===== config.mk =====
export PLATFORM = sky130hd
export DESIGN_NAME = shift_mix_stage
export DESIGN_NICKNAME = d
export VERILOG_FILES = /design/src/rtl/shift_mix_stage.sv
export SDC_FILE = /design/constraint.sdc
export NUM_CORES = 1
export LEC_CHECK = 0
export BUFFER_PORTS_ARGS = -buffer_cell sky130_fd_sc_hd__buf_2
export CAP_MARGIN = 20
export CORE_ASPECT_RATIO = 1.4
export CORE_MARGIN = 2
export CORE_UTILIZATION = 40
export CTS_CLUSTER_DIAMETER = 120
export DETAILED_ROUTE_END_ITERATION = 7
export PLACE_DENSITY_LB_ADDON = 0.25
export SLEW_MARGIN = 20
export SYNTH_ARGS = -nofsm -noshare
export SYNTH_HDL_FRONTEND = slang
export SYNTH_SLANG_ARGS = --single-unit

===== constraint.sdc =====
create_clock -name clk -period 20.1 [get_ports clk]
set_clock_uncertainty 0.05 [all_clocks]
set_input_delay 0 -clock clk [delete_from_list [all_inputs] [get_ports clk]]
set_output_delay 0 -clock clk [all_outputs]
set_load 0.02 [all_outputs]

===== src/rtl/shift_mix_stage.sv =====
// AES-128 round datapath: registered ShiftRows (S1) followed by registered MixColumns (S2),
// with valid/ready flow control and a per-block bypass of MixColumns for the final round.
module shift_mix_stage #(
  parameter int DATA_WIDTH = 8
) (
  input  logic                                clk,
  input  logic                                rst,
  input  logic                                in_valid,
  output logic                                in_ready,
  input  logic                                in_last,
  input  logic [0:3][0:3][DATA_WIDTH-1:0]     in_state,
  output logic                                out_valid,
  input  logic                                out_ready,
  output logic [0:3][0:3][DATA_WIDTH-1:0]     out_state,
  output logic                                out_last,
  output logic                                busy
);

  generate
    if (DATA_WIDTH != 8) begin : g_bad_width
      $error("shift_mix_stage: DATA_WIDTH must be 8");
    end
  endgenerate

  localparam logic [DATA_WIDTH-1:0] POLY = DATA_WIDTH'(8'h1b);

  function automatic logic [DATA_WIDTH-1:0] xt(input logic [DATA_WIDTH-1:0] x);
    xt = {x[DATA_WIDTH-2:0], 1'b0} ^ (x[DATA_WIDTH-1] ? POLY : '0);
  endfunction

  logic [0:3][0:3][DATA_WIDTH-1:0] shifted;
  logic [0:3][0:3][DATA_WIDTH-1:0] mixed;
  logic [0:3][0:3][DATA_WIDTH-1:0] s1;
  logic [0:3][0:3][DATA_WIDTH-1:0] s2;
  logic s1_valid, s1_last, s2_valid, s2_last;
  logic s1_adv, s2_adv;

  genvar r, c;
  generate
    for (r = 0; r < 4; r++) begin : g_row
      for (c = 0; c < 4; c++) begin : g_col
        assign shifted[r][c] = in_state[r][(c + r) % 4];
      end
    end
    for (c = 0; c < 4; c++) begin : g_mix
      assign mixed[0][c] = xt(s1[0][c]) ^ xt(s1[1][c]) ^ s1[1][c] ^ s1[2][c] ^ s1[3][c];
      assign mixed[1][c] = s1[0][c] ^ xt(s1[1][c]) ^ xt(s1[2][c]) ^ s1[2][c] ^ s1[3][c];
      assign mixed[2][c] = s1[0][c] ^ s1[1][c] ^ xt(s1[2][c]) ^ xt(s1[3][c]) ^ s1[3][c];
      assign mixed[3][c] = xt(s1[0][c]) ^ s1[0][c] ^ s1[1][c] ^ s1[2][c] ^ xt(s1[3][c]);
    end
  endgenerate

  // in_ready is combinational from out_ready so a full pipe can push and pop in one cycle
  assign s2_adv   = !s2_valid | out_ready;
  assign s1_adv   = !s1_valid | s2_adv;
  assign in_ready = s1_adv;

  always_ff @(posedge clk or posedge rst) begin
    if (rst) begin
      s1_valid <= 1'b0;
      s1_last  <= 1'b0;
      s1       <= '0;
      s2_valid <= 1'b0;
      s2_last  <= 1'b0;
      s2       <= '0;
    end else begin
      if (s1_adv) begin
        s1_valid <= in_valid;
        if (in_valid) begin
          s1      <= shifted;
          s1_last <= in_last;
        end
      end
      if (s2_adv) begin
        s2_valid <= s1_valid;
        s2_last  <= s1_last;
        s2       <= s1_last ? s1 : mixed;
      end
    end
  end

  assign out_valid = s2_valid;
  assign out_last  = s2_last;
  assign out_state = s2;
  assign busy      = s1_valid | s2_valid;

endmodule

# After elaboration in Yosys (flattened, before gate mapping)
# Cells that the tools add are included.
# W data, S select, Z words.
dict set report word_totals {
  ff_bits 260
  output_inout_bits 132
}
dict set report classes {
  muxes 17
  n_bitwise 83
  reduce_logical 3
}
# cell count
set op_table {}
lappend op_table {{$xor A8 B8 Y8} 64}
lappend op_table {{$mux W128} 1}
lappend op_table {{$xor A8 B5 Y8} 16}
lappend op_table {{$mux W5} 16}
lappend op_table {{$or A1 B1 Y1} 3}
lappend op_table {{$logic_not A1 Y1} 2}
lappend op_table {{$reduce_and A2 Y1} 1}

# Longest topological paths before layout
# Gate-level depths: netlist of run 1.
dict set report depth {
  depth_word 7
  ltp_mapped 6
  depth_no_buf 3
}

# Least setup slack after synthesis of run 1
# Ideal clock, no wire load.
dict set report synth_path {
  path_kind {flip-flop to flip-flop}
  startpoint {register s2_valid, in the netlist out_valid}
  endpoint {register s1[24] in the netlist's numbering}
  t_arrival_ns 1.731
  required_ns 19.925
  path_slack_ns 18.194
  path_stages_with_launch 6
  path_cell_list {dfrtp_1 > nand3b_1 > nand2_1 > buf_2 > buf_2 > mux2_2}
}
dict set report synth_between {
  elab_chain_cells 4
}
# item line_no
set synth_rtl {}
lappend synth_rtl {{start: declaration} 35} ;# logic s1_valid, s1_last, s2_valid, s2_last;
lappend synth_rtl {{start signal: assignment} 75} ;# s2_valid <= s1_valid;
lappend synth_rtl {{$logic_not A1 Y1} 54} ;# assign s2_adv = !s2_valid | out_ready;
lappend synth_rtl {{$or A1 B1 Y1} 54}
lappend synth_rtl {{$or A1 B1 Y1} 55} ;# assign s1_adv = !s1_valid | s2_adv;
lappend synth_rtl {{net in_ready} 9} ;# output logic in_ready,
lappend synth_rtl {{$reduce_and A2 Y1 (no source line)} -}
lappend synth_rtl {{end signal: assignment} 70} ;# s1 <= shifted;
lappend synth_rtl {{end: declaration} 33} ;# logic [0:3][0:3][DATA_WIDTH-1:0] s1;
# The timed path passes the listed nets, and every way through them passes these cells.
# A chain may end at the register's enable or synchronous reset.

# Final worst setup path of run 1
dict set report layout_path {
  startpoint {register s2_valid, in the netlist out_valid}
  endpoint {register s1[26] in the netlist's numbering}
}
dict set report layout_between {
  elab_chain_cells 4
}
# item line_no
set layout_rtl {}
lappend layout_rtl {{$logic_not A1 Y1} 54}
lappend layout_rtl {{$or A1 B1 Y1} 54}
lappend layout_rtl {{$or A1 B1 Y1} 55}
lappend layout_rtl {{$reduce_and A2 Y1 (no source line)} -}
# No other way between the ends.

==> metrics, run 1 <==
initial drt markers=549; Warnings, synthesis=0; H-tree depth=1; leading area contributor after synthesis=dfrtp_1; Sum Neg Setup Slack=0 ps; most frequent cells in the layout=buf_2, dfrtp_1, xnor3_1; Clock Latency Late Sink=560 ps; Post-CTS Resized=0; Top Ports=265; crit path time final=about 3400 ps; count of cell types in the netlist=27; Layout area overhead=23.6%; RSZ-0062 raised after global routing=false; Num CTS Buffers=29; CTS max path bufs=3; # diodes=0; share of cells above drive strength 1=just under 30%; Pre-antenna DRT Iters=4; Slew @ Worst Pin=1100 ps; fin. max-slew vios=0; crit end category=flip-flop; register bit total from synthesis=260; initial antenna violation count=0; Starting Density=40.3%; Sink Count=260; pre-CTS setup slack=16630 ps; largest net degree at the start of global routing=86; commonest non-fill, non-tap cell in the layout=buf_2; root buffer cell=clkbuf_16; routed wire length=43.3 mm; post-route ant nets=0; relative slew slack=27.0%; PwrDens=roughly 130 nW/um2; Syn Std Cell Area=~16000 um2; Worst-path clk slew=60 ps; endpoints failing hold=0; global-route wire length before repair=67.4 mm; Congestion Overflow GR=0; total track usage=between 20% and 30%; nature of the critical path startpoint=flip-flop; hold crit path type=in -> reg; CTS tree=built; mean post-synth cell area=13.3 um2; leak pwr=10.2 nW; final setup fails=0; Die Wd=174 um; vias per inst=5.27; Max-cap violations=0; period utilization=16.7%; hpwl dp=27.9 mm; Post-Syn Instances=between 1000 and 1500; core area=approximately 40000 um2; routability cong.=0.766; Max VDD drop=0.0000654 V; leading post-synthesis cells by cell area=dfrtp_1, xnor3_1, mux2_2; die area=about 42000 um2; DRC viols=0; crit-path max FO=66; sequential element share of the synthesized area=between 40% and 50%; die height=242 um; number of core rows=87; Mapped Nets=1349; Wirelength per Cell=approximately 21 um; port bufs=264; FMAX=around 0.3 GHz; area share of the largest cell type after synthesis=40.2%; vias in the first global route=11400; Setup CP Type=reg -> reg; Worst Path Arrival=3750 ps; post-route worst setup slack=16740 ps; # nets final=1649; outcome=completed; vias=between 10000 and 15000; required time worst endpoint=20490 ps
[worst max-delay path: stages, from the launching register on]
cell      delay [ps]
dfrtp_4          860
nand3b_1         280
nand2_4          720
buf_4            830
mux2_2           420
[registers in the layout, summed over array words and instances, names as in the netlist]
register / count
s1: 128
out_last: 1
s1_last: 1
out_valid: 1
s1_valid: 1
out_state: 128
[repair_timing]
item | CTS | global route
buffers inserted | 0 | 0
hold buffers | 132 | 0
endpoints found under the hold margin | 193 | 0
[final cells by class]
type                            count  area, um2
Sequential cell                   260       6510
Tap cell                          534        668
Fill cell                        3513      20100
Timing Repair Buffer              406       2720
Multi-Input combinational cell    818       9160
Inverter                            1       11.3
Clock inverter                      7       88.8
Clock buffer                       45        866
[metal layers]
layer | vias up | wire length, um | GRT usage, % | share of wire [%]
li1 | 4974 | - | - | -
met1 | 5583 | 17700 | 25.9 | 41
met2 | 290 | 22400 | 35.8 | 52
met3 | 62 | 1760 | 2.28 | 4.1
met4 | 0 | 1410 | 6.97 | 3.3
met5 | - | 0 | 0 | 0
[report_power, final]
group / total [mW] / internal [mW] / switching (mW)
clock network: 0.538 / 0.320 / 0.218
registers: 0.861 / 0.679 / 0.182
logic: 1.11 / 0.611 / 0.496
total: 2.51 / 1.61 / 0.897
[kinds of logic (layout without fill, tap and decap cells)]
family	Yosys count	count (layout)	synth area share, %
flip-flops	260	260	40.2
multiplexers	129	129	8.97
AND/OR/NAND/NOR	148	148	7.44
XOR/XNOR	285	285	31.0
buffers and inverters	138	459	3.47
AO/OA/AOI/OAI	256	256	8.99
[worst paths after layout]
| path | from | end | slack [ps] | cells past startpoint |
|---|---|---|---|---|
| max | out_valid | s1[26] | 16740 | 4 |
| min | out_ready | out_valid | 30 | 3 |
| max reg2reg | out_valid | s1[26] | 16740 | 4 |
| min reg2reg | s1_valid | out_valid | 450 | 1 |
| max in group asynchronous | rst | s1_last | 18090 | 5 |
| min in group asynchronous | rst | out_state[10] | 580 | 4 |
[through the flow]
stage	hold WS, ps	cell area [um2]	instances	utilization [%]	power, mW
2_1_floorplan	58.4	16200	1216	-	1.65
3_3_place_gp	21.4	17700	1887	44.2	1.95
3_5_place_dp	14.6	17700	1887	44.2	1.96
4_1_cts	27.7	20000	2071	49.9	2.54
5_1_grt	45.9	20000	2071	49.9	2.64
6_report	26.4	20000	2071	49.9	2.51
[cell usage after synthesis]
library cell and n:
dfrtp_1 260, xnor3_1 154, a31oi_1 120, and3b_1 120, o21ai_1 119, mux2_2 114
clkbuf_1 94, xor2_1 70, buf_2 31, xnor2_1 28, xor3_1 21, mux2_1 15
nand2_1 12, buf_1 10, nand3b_1 9, a21o_1 8, o21ai_0 8, xnor2_2 6
xor2_2 6, nand2b_1 4, a21bo_1 1, buf_4 1, clkbuf_2 1, inv_1 1
nor2_1 1, nor2b_1 1, or2_2 1
Note: power is estimated with default switching activity, not from simulation.
==> run 2: changes to the inputs <==
==> constraint.sdc (replaced) <==
create_clock -name clk -period 3.1 [get_ports clk]
set_clock_uncertainty 0.05 [all_clocks]
set_input_delay 0 -clock clk [delete_from_list [all_inputs] [get_ports clk]]
set_output_delay 0 -clock clk [all_outputs]
set_load 0.02 [all_outputs]
==> run 2 against run 1 <==
Core utilization increased by 0.28 points. Clock-buffer cell count decreased by 8. Clock power increased to 6.7 times the previous value. Critical path type is now reg -> out. First-iteration DRC count increased by 8.0%. Non-clock buffer count increased by 2. Die area unchanged. Total power increased to 6.5 times the previous value. Via count unchanged. Largest power group unchanged. Sequential share of layout area decreased by 0.18 points. Worst hold slack got worse by 7.2 ps. Sequential cell count unchanged. Largest cell class unchanged.
==> metrics, run 2 (synthesis gave the netlist of run 1 again) <==
CTS tree=built (unchanged); Post-CTS Resized=0 (unchanged); vias=10900 (unchanged); initial drt markers=593 (was 549); global-route wire length before repair=68.2 mm (was 67.4 mm); nature of the critical path startpoint=flip-flop (unchanged); hold-fix buffers at CTS=131 (was 132); PwrDens=813 nW/um2 (was 125 nW/um2); Max-cap violations=0 (unchanged); delay of the slowest critical-path stage=810 ps (was 860 ps); share of cells above drive strength 1=29.8% (was 29.3%); routed wire length=43.4 mm (was 43.3 mm); H-tree depth=1 (unchanged); crit path time final=2620 ps; most frequent cells in the layout=buf_2, dfrtp_1, xnor3_1 (unchanged); Clock Latency Late Sink=560 ps (about the same); root buffer cell=clkbuf_16 (unchanged); Layout area overhead=24.3% (was 23.6%); Worst Path Arrival=2570 ps (was 3750 ps); FMAX=between 0.3 and 0.4 GHz; commonest non-fill, non-tap cell in the layout=buf_2 (unchanged); hpwl dp=27.9 mm (about the same); Pre-antenna DRT Iters=5 (was 4); slowest stage cell, crit path=dfrtp_4 (unchanged); vias per inst=5.26 (was 5.27); fill cell count=3531 (was 3513); final core utilization=50.1% (was 49.9%); post-route ant nets=0 (unchanged); initial antenna violation count=0 (unchanged); outcome=completed (unchanged); fin. max-slew vios=0 (unchanged); core area=40200 um2 (unchanged); # diodes=0 (unchanged); final setup fails=0 (unchanged); DRC viols=0 (unchanged); RSZ-0062 raised after global routing=false (unchanged); critical path's top delay family=buffers and inverters (was simple AND/OR/NAND/NOR gates); Congestion Overflow GR=0 (unchanged); vias in the first global route=11500 (was 11400); Starting Density=40.3% (unchanged); Slew @ Worst Pin=932 ps (was 1100 ps); endpoints failing hold=0 (unchanged); # nets final=1650 (was 1649); die area=42200 um2 (unchanged); Setup CP Type=reg -> out (was reg -> reg); largest net degree at the start of global routing=123 (was 86); relative slew slack=37.7% (was 27.0%); hold slack=19.2 ps (was 26.4 ps); required time worst endpoint=3050 ps (was 20490 ps); critical path cell sequence=buf_4 > or2_2 > buf_2 (was nand3b_1 > nand2_4 > buf_4 > mux2_2); Sink Count=260 (unchanged); leak pwr=10.3 nW (was 10.2 nW); post-layout power=16.4 mW (was 2.51 mW); Worst-path clk slew=70 ps (was 60 ps); crit-path max FO=77 (was 66); Num CTS Buffers=28 (was 29); final instance area=20100 um2 (was 20000 um2); Wirelength per Cell=20.9 um (about the same); placed cell area=17800 um2 (was 17700 um2); crit end category=output port (was flip-flop); setup bufs post-CTS=0 (unchanged); worst path bufs/invs=2 (was 1); routability cong.=0.776 (was 0.766); die height=242 um (unchanged); Die Wd=174 um (unchanged); Sum Neg Setup Slack=0 ps (unchanged); Max VDD drop=0.000470 V (was 0.0000654 V); total track usage=20.5% (was 20.3%); port bufs=264 (unchanged); number of core rows=87 (unchanged); period utilization=84.5%; Top Ports=265 (unchanged); hold crit path type=in -> async (was in -> reg); CTS max path bufs=3 (unchanged)
-- run 2: cell types whose count changed in the layout (fill, tap and decap cells not counted) --
cell | before | now
clkinvlp_4 | 0 | 4
inv_8 | 1 | 0
dlygate4sd3_1 | 132 | 131
bufinv_16 | 2 | 4
buf_4 | 11 | 8
inv_6 | 1 | 0
clkbuf_1 | 8 | 3
buf_12 | 0 | 6
clkbuf_8 | 8 | 5
clkinv_2 | 4 | 7
-- run 2: path summary, 6_finish.rpt --
kind / startpoint / slack, ps / endpoint / cells after the start
max: out_valid / 480 / busy / 3
min: rst / 20 / s1[107] / 3
max reg2reg: out_valid / 720 / s1[97] / 4
min reg2reg: s1_valid / 440 / out_valid / 1
max in group asynchronous: rst / 1920 / s1_last / 4
min in group clk: out_ready / 90 / out_state[112] / 4
-- run 2: worst reg2reg max path, cell delays in order, from the launching register on --
cell,delay [ps]
dfrtp_4,810
nand3b_1,290
nand2_4,150
buf_12,400
mux2_2,560
-- run 2: area by class of cell --
cell class              instances  area (um2)  share of cell area (%)
well taps                     534         668                    3.32
flip-flops and latches        260        6510                    32.3
multi-input cells             818        9160                    45.5
inverters                       1        7.51                  0.0373
repair buffers                408        2810                    13.9
clock inverters                14         178                   0.882
clock buffers                  37         806                    4.00
-- run 2: layer usage --
layer	global-route usage [%]	share of wire [%]	vias to the layer above
met5	0	0	-
met4	5.86	2.4	0
met3	2.43	4.1	53
met2	36.5	52	273
met1	26.2	41	5578
li1	-	-	5005
-- run 2: power breakdown --
part,switching (mW),internal [mW]
clock,1.44,2.15
sequential,1.13,4.40
combinational,3.28,3.98
total,5.85,10.5
-- run 2: metrics by stage --
stage | worst slack [ps] | std cells
after CTS | 416 | 2072
after global routing | 358 | 2072
after detailed placement | 737 | 1890
after global placement | 738 | 1890
after floorplan | -378 | 1216
final | 480 | 2072
==> run 3: changes to the inputs <==
--- a/config.mk
+++ b/config.mk
@@ -5,6 +5,7 @@
 export SDC_FILE = /design/constraint.sdc
 export NUM_CORES = 1
 export LEC_CHECK = 0
+export ABC_AREA = 1
 export BUFFER_PORTS_ARGS = -buffer_cell sky130_fd_sc_hd__buf_2
 export CAP_MARGIN = 20
 export CORE_ASPECT_RATIO = 1.4
==> constraint.sdc (replaced) <==
create_clock -name clk -period 2.56 [get_ports clk]
set_clock_uncertainty 0.05 [all_clocks]
set_input_delay 0 -clock clk [delete_from_list [all_inputs] [get_ports clk]]
set_output_delay 0 -clock clk [all_outputs]
set_load 0.02 [all_outputs]
==> run 3 against run 2 <==
The run now ends with negative hold slack left. Synthesized cell count rose to 2.5 times the previous value. Largest power group unchanged. Design area is 13% higher. Critical path type is now reg -> reg. Worst hold slack lost 19 ps. Cell count up 95%. Register-to-register slack lost 460 ps. Largest cell class unchanged. Via count increased by 82%. Die area increased by 17%. Global-route usage increased by 2.9 points. Total power rose by 13%. Clock-buffer cell count grew 5. Sequential cell count is the same.
==> metrics, run 3 <==
leading post-synthesis cells by cell area=dfrtp_1, nand2_1, nand3_1 (was dfrtp_1, xnor3_1, mux2_2); # diodes=0 (unchanged); Die Wd=188 um (was 174 um); area occupied by multi-input gates=10700 um2 (was 9160 um2); Syn Std Cell Area=18900 um2 (was 16200 um2); count of cell types in the netlist=25 (was 27); Top Ports=265 (unchanged); routability cong.=0.847 (was 0.776); hold depth=4; Layout area overhead=20.1% (was 24.3%); RSZ-0062 raised after global routing=false (unchanged); pre-CTS setup slack=632 ps (was 737 ps); Worst-path clk slew=60 ps (was 70 ps); hpwl dp=40.0 mm (was 27.9 mm); hold slack=-0.0703 ps (was 19.2 ps); crit path time final=2300 ps; final setup fails=0 (unchanged); relative slew slack=55.5% (was 37.7%); leading area contributor after synthesis=dfrtp_1 (unchanged); die height=261 um (was 242 um); Clock Latency Late Sink=580 ps (was 560 ps); most frequent cells in the layout=nand2_1, buf_2, dfrtp_1 (was buf_2, dfrtp_1, xnor3_1); routed wire length=59.1 mm (was 43.4 mm); H-tree depth=1 (unchanged); Worst Path Arrival=2770 ps (was 2570 ps); total track usage=23.3% (was 20.5%); initial antenna violation count=0 (unchanged); PwrDens=813 nW/um2 (about the same); # nets final=3527 (was 1650); failing checks=negative hold slack; root buffer cell=clkbuf_16 (unchanged); Post-synth ARST share=100% (unchanged); FMAX=around 0.44 GHz; Wirelength per Cell=14.6 um (was 20.9 um); fill cell count=4868 (was 3531); setup bufs post-CTS=0 (unchanged); vias per inst=4.91 (was 5.26); fin. max-slew vios=0 (unchanged); Sink Count=260 (unchanged); port bufs=264 (unchanged); Reg2Reg Depth=8 (was 4); Pre-antenna DRT Iters=7 (was 5); crit-path max FO=48 (was 77); core area=46900 um2 (was 40200 um2); sequential element share of the synthesized area=34.4% (was 40.2%); CTS max path bufs=3 (unchanged); leak pwr=12.6 nW (was 10.3 nW); EDFF count, synth=0 (unchanged); post-route ant nets=0 (unchanged); number of core rows=94 (was 87); Primary FF master, synth=dfrtp_1 (unchanged); dpl cells=3851 (was 1890); required time worst endpoint=3030 ps (was 3050 ps); share of cells above drive strength 1=13.5% (was 29.8%); Max VDD drop=0.000598 V (was 0.000470 V); hold crit path type=in -> reg (was in -> async); vias=19900 (was 10900); Post-CTS Resized=0 (unchanged); largest net degree at the start of global routing=128 (was 123); endpoints failing hold=1 (was 0); commonest non-fill, non-tap cell in the layout=nand2_1 (was buf_2); global-route wire length before repair=94.4 mm (was 68.2 mm); area share of the largest cell type after synthesis=34.4% (was 40.2%); non-filler cells in the finished layout=4041 (was 2072); post-route worst setup slack=265 ps (was 480 ps); Mapped Nets=3222 (was 1349); Congestion Overflow GR=0 (unchanged); CTS tree=built (unchanged); period utilization=around nine tenths; Storage cell area=6510 um2 (about the same); Max-cap violations=0 (unchanged); vias in the first global route=18600 (was 11500); initial drt markers=1094 (was 593); Post-Syn Instances=3089 (was 1216); crit end category=flip-flop (was output port); Num CTS Buffers=30 (was 28); Starting Density=40.4% (was 40.3%); die area=49100 um2 (was 42200 um2); Warnings, synthesis=0 (unchanged); top-count cell post-synth=nand2_1 (was dfrtp_1); synth cell count leaders=nand2_1, dfrtp_1, nand3_1 (was dfrtp_1, xnor3_1, a31oi_1, and3b_1, o21ai_1); DRC viols=0 (unchanged); mean post-synth cell area=6.13 um2 (was 13.3 um2); register bit total from synthesis=260 (unchanged); Setup CP Type=reg -> reg (was reg -> out); outcome=complete, but fails checks (was completed); nature of the critical path startpoint=flip-flop (unchanged); Slew @ Worst Pin=667 ps (was 932 ps)
[run 3: cell types whose count changed after synthesis, sizes merged, moves of 45 or more]
cell / change
o21ai: -81
buf: +75
nand3: +229
xnor3: -154
nor2: +161
and3b: -120
inv: +183
nand2: +1725
a31oi: -120
mux2: -126
a21oi: +252
xor2: -45
clkbuf: -65
[run 3: path summary, 6_finish.rpt]
check / end / slack, ps / startpoint
worst max-delay path: s1[95] / 260 / out_valid
worst min-delay path: s1_last / -0.07 / in_valid
worst max register to register: s1[95] / 260 / out_valid
worst min register to register: out_state[43] / 420 / out_state[43]
max in group asynchronous: s1[115] / 1220 / rst
min in group asynchronous: s1[67] / 420 / rst
[run 3: cells by family after synthesis]
kind of cell / after synthesis / synth area share (%)
xor+xnor: 57 / 2.64
compound gates: 298 / 9.52
mux: 3 / 0.178
buf+inv: 331 / 8.99
flops: 260 / 34.4
simple gates: 2140 / 44.3
[run 3: layer usage]
metal / share of wire, % / track usage, % / vias up / wire length (um)
met3: 4.0 / 2.68 / 122 / 2370
met5: 0 / 0 / - / 0
met4: 3.7 / 9.84 / 0 / 2190
met2: 50 / 42.5 / 449 / 29500
met1: 42 / 27.9 / 9096 / 25100
li1: - / - / 10200 / -
[run 3: critical path, cell delays in order (launching register included)]
cell           delay, ps
dfrtp_1              370
inv_2                 60
nor2_4               180
nand2_2              140
nand2_8              110
buf_4                500
nor2_1               120
a21oi_2              120
dlygate4sd3_1        540
[run 3: through the flow]
stage                     setup TNS [ps]  power, mW  hold WS, ps  instance area [um2]  util [%]
after floorplan                  -238570       11.7          100                18900         -
after global placement                 0       13.7         -127                20400      43.4
after detailed placement               0       13.8         -127                20400      43.4
after CTS                              0       18.6        0.220                22700      48.5
after global routing                   0       19.9         26.4                22700      48.5
final                                  0       18.5      -0.0703                22700      48.5
[run 3: layout make-up]
cell class	count	area share, %
flip-flops and latches	260	28.6
well taps	624	3.43
multi-input cells	2498	47.2
inverters	184	3.08
repair buffers	420	13.1
clock inverters	13	0.759
clock buffers	42	3.77
[run 3: power breakdown]
part           switching (mW)  internal (mW)
Combinational            5.14           2.66
Clock                    1.86           2.72
Sequential               1.08           5.03
[run 3: what timing repair did]
action	in CTS	in global routing
endpoints found under the setup margin	0	0
hold buffers	135	0
hold endpoints to repair	407	0
